## src/rtl/host_loader_pkg.sv

```systemverilog
// Shared types and constants for the host image loader.
package host_loader_pkg;

    typedef enum logic [1:0] {
        S_COLLECT = 2'd0,
        S_WRITE   = 2'd1,
        S_DONE    = 2'd2,
        S_ERROR   = 2'd3
    } state_t;

    localparam logic [2:0] WB_CTI_CLASSIC = 3'b000;
    localparam logic [1:0] WB_BTE_LINEAR  = 2'b00;

    // Host beats per 32-bit word.
    function automatic int unsigned beats_of(input int unsigned host_w);
        return 32 / host_w;
    endfunction

endpackage

```

## src/rtl/host_loader_pack.sv

```systemverilog
// Packs host beats into a big-endian 32-bit word with a byte-valid mask.
module host_loader_pack
    import host_loader_pkg::*;
#(
    parameter int unsigned HOST_W = 8
) (
    input  logic              clk,
    input  logic              rst_n,
    input  logic              shift,
    input  logic              clear,
    input  logic [HOST_W-1:0] data,
    output logic [31:0]       word,
    output logic [3:0]        mask,
    output logic              last_c,
    output logic              empty_c
);

    localparam int unsigned BEATS = beats_of(HOST_W);
    localparam int unsigned LANES = HOST_W / 8;
    localparam int unsigned CW    = 3;

    logic [CW-1:0] cnt;

    // Beat i lands in the i-th slot from the top; clear wins over shift.
    always_ff @(posedge clk or negedge rst_n) begin
        if (!rst_n) begin
            word <= '0;
            mask <= '0;
            cnt  <= '0;
        end else if (clear) begin
            word <= '0;
            mask <= '0;
            cnt  <= '0;
        end else if (shift) begin
            for (int i = 0; i < BEATS; i++) begin
                if (cnt == CW'(i)) begin
                    word[31 - i*HOST_W -: HOST_W] <= data;
                    mask[3 - i*LANES -: LANES]    <= '1;
                end
            end
            cnt <= cnt + 1'b1;
        end
    end

    assign last_c  = (cnt == CW'(BEATS - 1));
    assign empty_c = (cnt == '0);

endmodule

```

## src/rtl/host_loader.sv

```systemverilog
// Host image loader: packs host beats into words and writes them over Wishbone,
// holding the CPU in reset until the image is complete.
// Optional checksum: define HOST_LOADER_CSUM_EN.
module host_loader
    import host_loader_pkg::*;
#(
    parameter int unsigned HOST_W    = 8,
    parameter logic [31:0] BASE_ADR  = 32'h0000_0000,
    parameter logic [31:0] MAX_WORDS = 32'h0080_0000,
    parameter int unsigned TIMEOUT   = 1024
) (
    input  logic              clk_i,
    input  logic              rst_n_i,
    input  logic [HOST_W-1:0] host_data_i,
    input  logic              host_valid_i,
    output logic              host_ready_o,
    input  logic              host_done_i,
    output logic              host_ack_o,
    output logic              host_err_o,
    output logic              cpu_rst_o,
    output logic [31:0]       word_count_o,
    output logic [31:0]       csum_o,
    output logic [31:0]       wbm_adr_o,
    output logic [31:0]       wbm_dat_o,
    output logic [3:0]        wbm_sel_o,
    output logic              wbm_we_o,
    output logic              wbm_cyc_o,
    output logic              wbm_stb_o,
    output logic [2:0]        wbm_cti_o,
    output logic [1:0]        wbm_bte_o,
    input  logic [31:0]       wbm_dat_i,
    input  logic              wbm_ack_i,
    input  logic              wbm_err_i
);

    state_t      state, state_nxt;
    logic        done_pend, done_pend_nxt;
    logic        accept_c, ack_take_c, full_c;
    logic        pack_last_c, pack_empty_c;
    logic [31:0] tmo_cnt;
    logic        unused_c;

    assign accept_c  = host_valid_i && host_ready_o;
    assign full_c    = (word_count_o == MAX_WORDS);
    assign wbm_cti_o = WB_CTI_CLASSIC;
    assign wbm_bte_o = WB_BTE_LINEAR;
    assign unused_c  = ^wbm_dat_i;

    host_loader_pack #(.HOST_W(HOST_W)) u_pack (
        .clk     (clk_i),
        .rst_n   (rst_n_i),
        .shift   (accept_c),
        .clear   (ack_take_c),
        .data    (host_data_i),
        .word    (wbm_dat_o),
        .mask    (wbm_sel_o),
        .last_c  (pack_last_c),
        .empty_c (pack_empty_c)
    );

    // State register.
    always_ff @(posedge clk_i or negedge rst_n_i) begin
        if (!rst_n_i) begin
            state     <= S_COLLECT;
            done_pend <= 1'b0;
        end else begin
            state     <= state_nxt;
            done_pend <= done_pend_nxt;
        end
    end

    // Next-state logic; done is evaluated after this cycle's beat.
    always_comb begin
        state_nxt     = state;
        done_pend_nxt = done_pend;
        ack_take_c    = 1'b0;
        unique case (state)
            S_COLLECT: begin
                if (accept_c && pack_last_c) begin
                    done_pend_nxt = host_done_i;
                    state_nxt     = full_c ? S_ERROR : S_WRITE;
                end else if (host_done_i) begin
                    if (accept_c || !pack_empty_c) begin
                        done_pend_nxt = 1'b1;
                        state_nxt     = full_c ? S_ERROR : S_WRITE;
                    end else begin
                        state_nxt = S_DONE;
                    end
                end
            end
            S_WRITE: begin
                done_pend_nxt = done_pend || host_done_i;
                if (wbm_err_i) begin
                    state_nxt = S_ERROR;
                end else if (wbm_ack_i) begin
                    ack_take_c = 1'b1;
                    state_nxt  = done_pend_nxt ? S_DONE : S_COLLECT;
                end else if (tmo_cnt == 32'(TIMEOUT - 1)) begin
                    state_nxt = S_ERROR;
                end
            end
            default: ;
        endcase
    end

    // Registered control outputs decoded from the next state.
    always_ff @(posedge clk_i or negedge rst_n_i) begin
        if (!rst_n_i) begin
            host_ready_o <= 1'b0;
            host_ack_o   <= 1'b0;
            host_err_o   <= 1'b0;
            cpu_rst_o    <= 1'b1;
            wbm_cyc_o    <= 1'b0;
            wbm_stb_o    <= 1'b0;
            wbm_we_o     <= 1'b0;
        end else begin
            host_ready_o <= (state_nxt == S_COLLECT);
            host_ack_o   <= (state_nxt == S_DONE);
            host_err_o   <= (state_nxt == S_ERROR);
            cpu_rst_o    <= (state_nxt != S_DONE);
            wbm_cyc_o    <= (state_nxt == S_WRITE);
            wbm_stb_o    <= (state_nxt == S_WRITE);
            wbm_we_o     <= (state_nxt == S_WRITE);
        end
    end

    // Address, acked-word count and per-write timeout counter.
    always_ff @(posedge clk_i or negedge rst_n_i) begin
        if (!rst_n_i) begin
            wbm_adr_o    <= BASE_ADR;
            word_count_o <= '0;
            tmo_cnt      <= '0;
        end else begin
            if (ack_take_c) begin
                wbm_adr_o    <= wbm_adr_o + 32'd4;
                word_count_o <= word_count_o + 32'd1;
            end
            tmo_cnt <= (state == S_WRITE) ? tmo_cnt + 32'd1 : '0;
        end
    end

`ifdef HOST_LOADER_CSUM_EN
    // Wrapping sum of every acked word.
    always_ff @(posedge clk_i or negedge rst_n_i) begin
        if (!rst_n_i) begin
            csum_o <= '0;
        end else if (ack_take_c) begin
            csum_o <= csum_o + wbm_dat_o;
        end
    end
`else
    assign csum_o = 32'd0;
`endif

endmodule
```

## config.mk

```make
export PLATFORM = sky130hd
export DESIGN_NAME = host_loader
export DESIGN_NICKNAME = d
export VERILOG_FILES = /design/src/rtl/host_loader_pkg.sv /design/src/rtl/host_loader_pack.sv /design/src/rtl/host_loader.sv
export SDC_FILE = /design/constraint.sdc
export NUM_CORES = 1
export LEC_CHECK = 0
export ABC_AREA = 1
export BUFFER_PORTS_ARGS = -buffer_cell sky130_fd_sc_hd__buf_4
export CAP_MARGIN = 20
export CORE_ASPECT_RATIO = 0.6
export CORE_MARGIN = 2
export CORE_UTILIZATION = 49
export CTS_BUF_LIST = sky130_fd_sc_hd__clkbuf_4 sky130_fd_sc_hd__clkbuf_8 sky130_fd_sc_hd__clkbuf_16
export DETAILED_ROUTE_END_ITERATION = 8
export PLACE_DENSITY = 0.8
export SYNTH_ARGS = -nofsm -noshare
export SYNTH_HDL_FRONTEND = slang
export SYNTH_HIERARCHICAL = 1
export SYNTH_SLANG_ARGS = --single-unit
```

## constraint.sdc

```tcl
create_clock -name clk_i -period 1.7 [get_ports clk_i]
set_clock_uncertainty 0.2 [all_clocks]
set_input_delay 0.34 -clock clk_i [delete_from_list [all_inputs] [get_ports clk_i]]
set_output_delay 0.34 -clock clk_i [all_outputs]
set_load 0.02 [all_outputs]
```

==> run_results.csv <==
group,metric,value,unit
worst_setup_path,crit_path_start_kind,"flop",
timing,timing.hold.ws,0.0225,ns
timing,setup_violations,62,
clock_tree,worstSkewPairLatency,0.42,ns
worst_setup_path,r2r_slack,-0.14,ns
worst_setup_path,crit_type,"reg2reg",
grt,antenna_found_initial,0,
clock_tree,cts_sinks,141,
drt,first_pass_iters,6,
clock_tree,cts_tree,"yes",
clock_tree,root_buffer,"clkbuf_16",
worst_setup_path,end_kind,"flop",
layout,mostFrequentLayoutCells,"278 x buf_4, 233 x nand2_1, 119 x dfrtp_1, 96 x nor2_1, 93 x inv_1",
layout,fin_util,0.764,
synth,synth_edf_count,0,
synth,synth_fa_ha_area_frac,0.0143,
drt,wirelength,25600,µm
floorplanning,fp.dieH,102,µm
worst_setup_path,timing.rr.start,"state[1]$_DFF_PN0_",
placement,numPortBuffers,118,
synth,synth-seq-cells,141,
floorplanning,rows,35,
layout,stdcell_count,1552,
synth,ys_types,39,
drt,dr_total_vias,8189,
floorplanning,die_w,168,µm
floorplanning,dieArea,17200,µm²
grt,grt_overflow,0,
timing,slew_viol_final,0,
synth,synth_mux_area_frac,0,
worst_setup_path,crit_end,"word_count_o[26]$_DFFE_PN0P_",
drt,wire_per_inst,16.5,µm
run_status,outcome,"finished, violations left",
drt,drt_first_iter_violations,856,
worst_setup_path,crit_required,1.82,ns
power,power_density,651,nW/µm²
drt,drc,0,
synth,synth_compound_area_frac,0.0328,
layout,final_layout_size_suffix_gt1_frac,0.411,
floorplanning,core,15500,µm²
worst_hold_path,hp-class,"in2reg",
layout,fin_area,11900,µm²
synth,async_flop_share,1.00,
synth,ys_top_cells_by_area,"dfrtp_1 44%, nand2_1 13%, nand3_1 6.1%, nor2_1 6.0%, inv_1 5.3%",
worst_setup_path,crit_fanout,5,
timing,rsz0062_at_grt,"yes",
power,p_leak,6.13,nW
synth,synth_xor_area_frac,0.0555,
placement,gp_congestion,0.913,
power,ir_drop,0.760,mV
floorplanning,ioPinCount,190,
worst_setup_path,r2r.worst_path.cells,8,
layout,fillers,1014,
layout,antenna_cells,0,
floorplanning,initial_core_util,0.507,
synth,synth_simple_gate_area_share,0.340,
grt,grt_pass1_wl,37900,µm
layout,nets,1391,
clock_tree,clockBufferDepth,2,
synth,ys_warn_count,6,
synth,synthCells,1015,
clock_tree,cts_made_buffers,17,
drt,viasPerCell,5.28,
drt,drtAntennaViolNets,0,
clock_tree,clk_pin_slew_worst_paths,0.07,ns
placement,dp_cells,1467,
layout,final_common_cell,"buf_4",
timing,finalCritPeriodShare,1.08,
synth,yosys.area.top_type_share,0.444,
timing,max_freq,0.545,GHz
clock_tree,h-tree-depth,4,
grt,grt_use_total,0.278,
synth,synth_top_area_cell,"dfrtp_1",
worst_hold_path,worstHoldStart,"host_done_i",
timing,period_minus_slack,1.84,ns
worst_setup_path,crit_start,"state[1]$_DFF_PN0_",
worst_setup_path,rr_endpoint,"word_count_o[26]$_DFFE_PN0P_",
timing,layout_setup_ws,-0.135,ns
placement,placement.cell_area,10000,µm²
run_status,violations,"setup timing",
timing,finalHoldViolCount,0,
synth,synth_flop_cell,"dfrtp_1",
layout,synthToLayoutAreaGrowth,50.6,%
synth,syn_avg_cell_area,7.77,µm²
flow_run,maxCapViolations,0,
synth,synth_top_family_by_area,"simple AND/OR/NAND/NOR gates",
grt,grt_max_degree,42,
power,finalPower,0.00774,W
worst_setup_path,worstPathArrival,1.95,ns
grt,grt_pass1_vias,7625,
synth,ys_seq_area_frac,0.447,
placement,dpl.hpwl,16600,µm
synth,syn_area,7890,µm²
## cell families after synthesis
kind of cell    Yosys count
buf+inv                 173
fa+ha+maj                 9
xor+xnor                 50
simple gates            592
compound gates           49
flops                   141
other cells               1
## worst min-delay path by stage
stage                            end  cells past startpoint
6_report       done_pend$_DFFE_PN0P_                      3
5_1_grt        done_pend$_DFFE_PN0P_                      3
4_1_cts        done_pend$_DFFE_PN0P_                      3
3_5_place_dp   tmo_cnt[16]$_DFF_PN0_                      1
3_3_place_gp   tmo_cnt[16]$_DFF_PN0_                      1
2_1_floorplan  done_pend$_DFFE_PN0P_                      0
## report_power, final
group          switching (W)  internal [W]
Sequential         0.0000274       0.00338
Clock                0.00173       0.00210
Combinational       0.000316      0.000174
Total                0.00208       0.00566
## worst max-delay path, cell delays in order, from the launching register on
cell	delay (ns)
dfrtp_1	0.43
nor2_4	0.13
nand3_4	0.16
nor2_4	0.24
nand3_4	0.14
nor2_4	0.18
nand2_4	0.08
o21ai_2	0.11
nand2_1	0.06
## flip-flops by register name (all words and copies together) (netlist names), 2 cells and up
| name | count |
|---|---|
| wbm_adr_o | 30 |
| word_count_o | 32 |
| state | 2 |
| u_pack/word | 32 |
| u_pack/cnt | 3 |
| tmo_cnt | 32 |
| u_pack/mask | 4 |
## layer usage
metal / global-route usage / share of wire / wire, µm / up-vias
met2: 0.441 / 0.47 / 12000 / 402
met4: 0.0662 / 0.019 / 494 / 0
li1: - / - / - / 3785
met5: 0 / 0 / 0 / -
met3: 0.0627 / 0.075 / 1930 / 64
met1: 0.393 / 0.44 / 11200 / 3938
## repair_timing
| action | in CTS | in global routing |
|---|---|---|
| hold endpoints to repair | 52 | 0 |
| endpoints found under the setup margin | 63 | 125 |
| pin swaps | 26 | 59 |
| gates resized for setup | 71 | 169 |
| hold buffers | 1 | 0 |
| buffers inserted | 14 | 41 |
| cloned | 0 | 1 |
## Yosys cell counts, types with 2 or more instances
cell type,n
nand3_1,96
xnor2_1,10
nand2_1,265
nand3_4,2
nand4_1,16
buf_6,4
a21o_1,2
and3_1,3
xor2_1,40
a21oi_1,18
nand2_2,5
nor2_1,127
dfrtp_1,140
o21ai_1,5
nor3_2,5
nand3_2,5
nor2_2,16
ha_1,9
nand3b_1,5
inv_2,3
nor2_4,4
clkbuf_1,3
nor3_1,36
buf_4,42
nor4_1,2
o21a_1,2
buf_2,7
o21ai_0,20
inv_1,112
nor3_4,2
## stage by stage
stage               setup WS [ns]  setup TNS [ns]
floorplan                 -0.0114          -0.279
global placement           -0.171           -2.87
detailed placement         -0.203           -4.00
CTS                       -0.0875          -0.800
global route               -0.217           -9.99
finish                     -0.135           -3.52
## final cells by class
cell class / instances / area, µm² / area share
clock inverter: 15 / 171 / 0.0144
inverter: 116 / 453 / 0.0381
clock buffer: 17 / 425 / 0.0358
timing repair buffer: 321 / 2600 / 0.219
sequential: 141 / 3560 / 0.299
multi-input combinational: 739 / 4420 / 0.372
tap: 203 / 254 / 0.0214
Note: power is estimated with default switching activity, not from simulation.
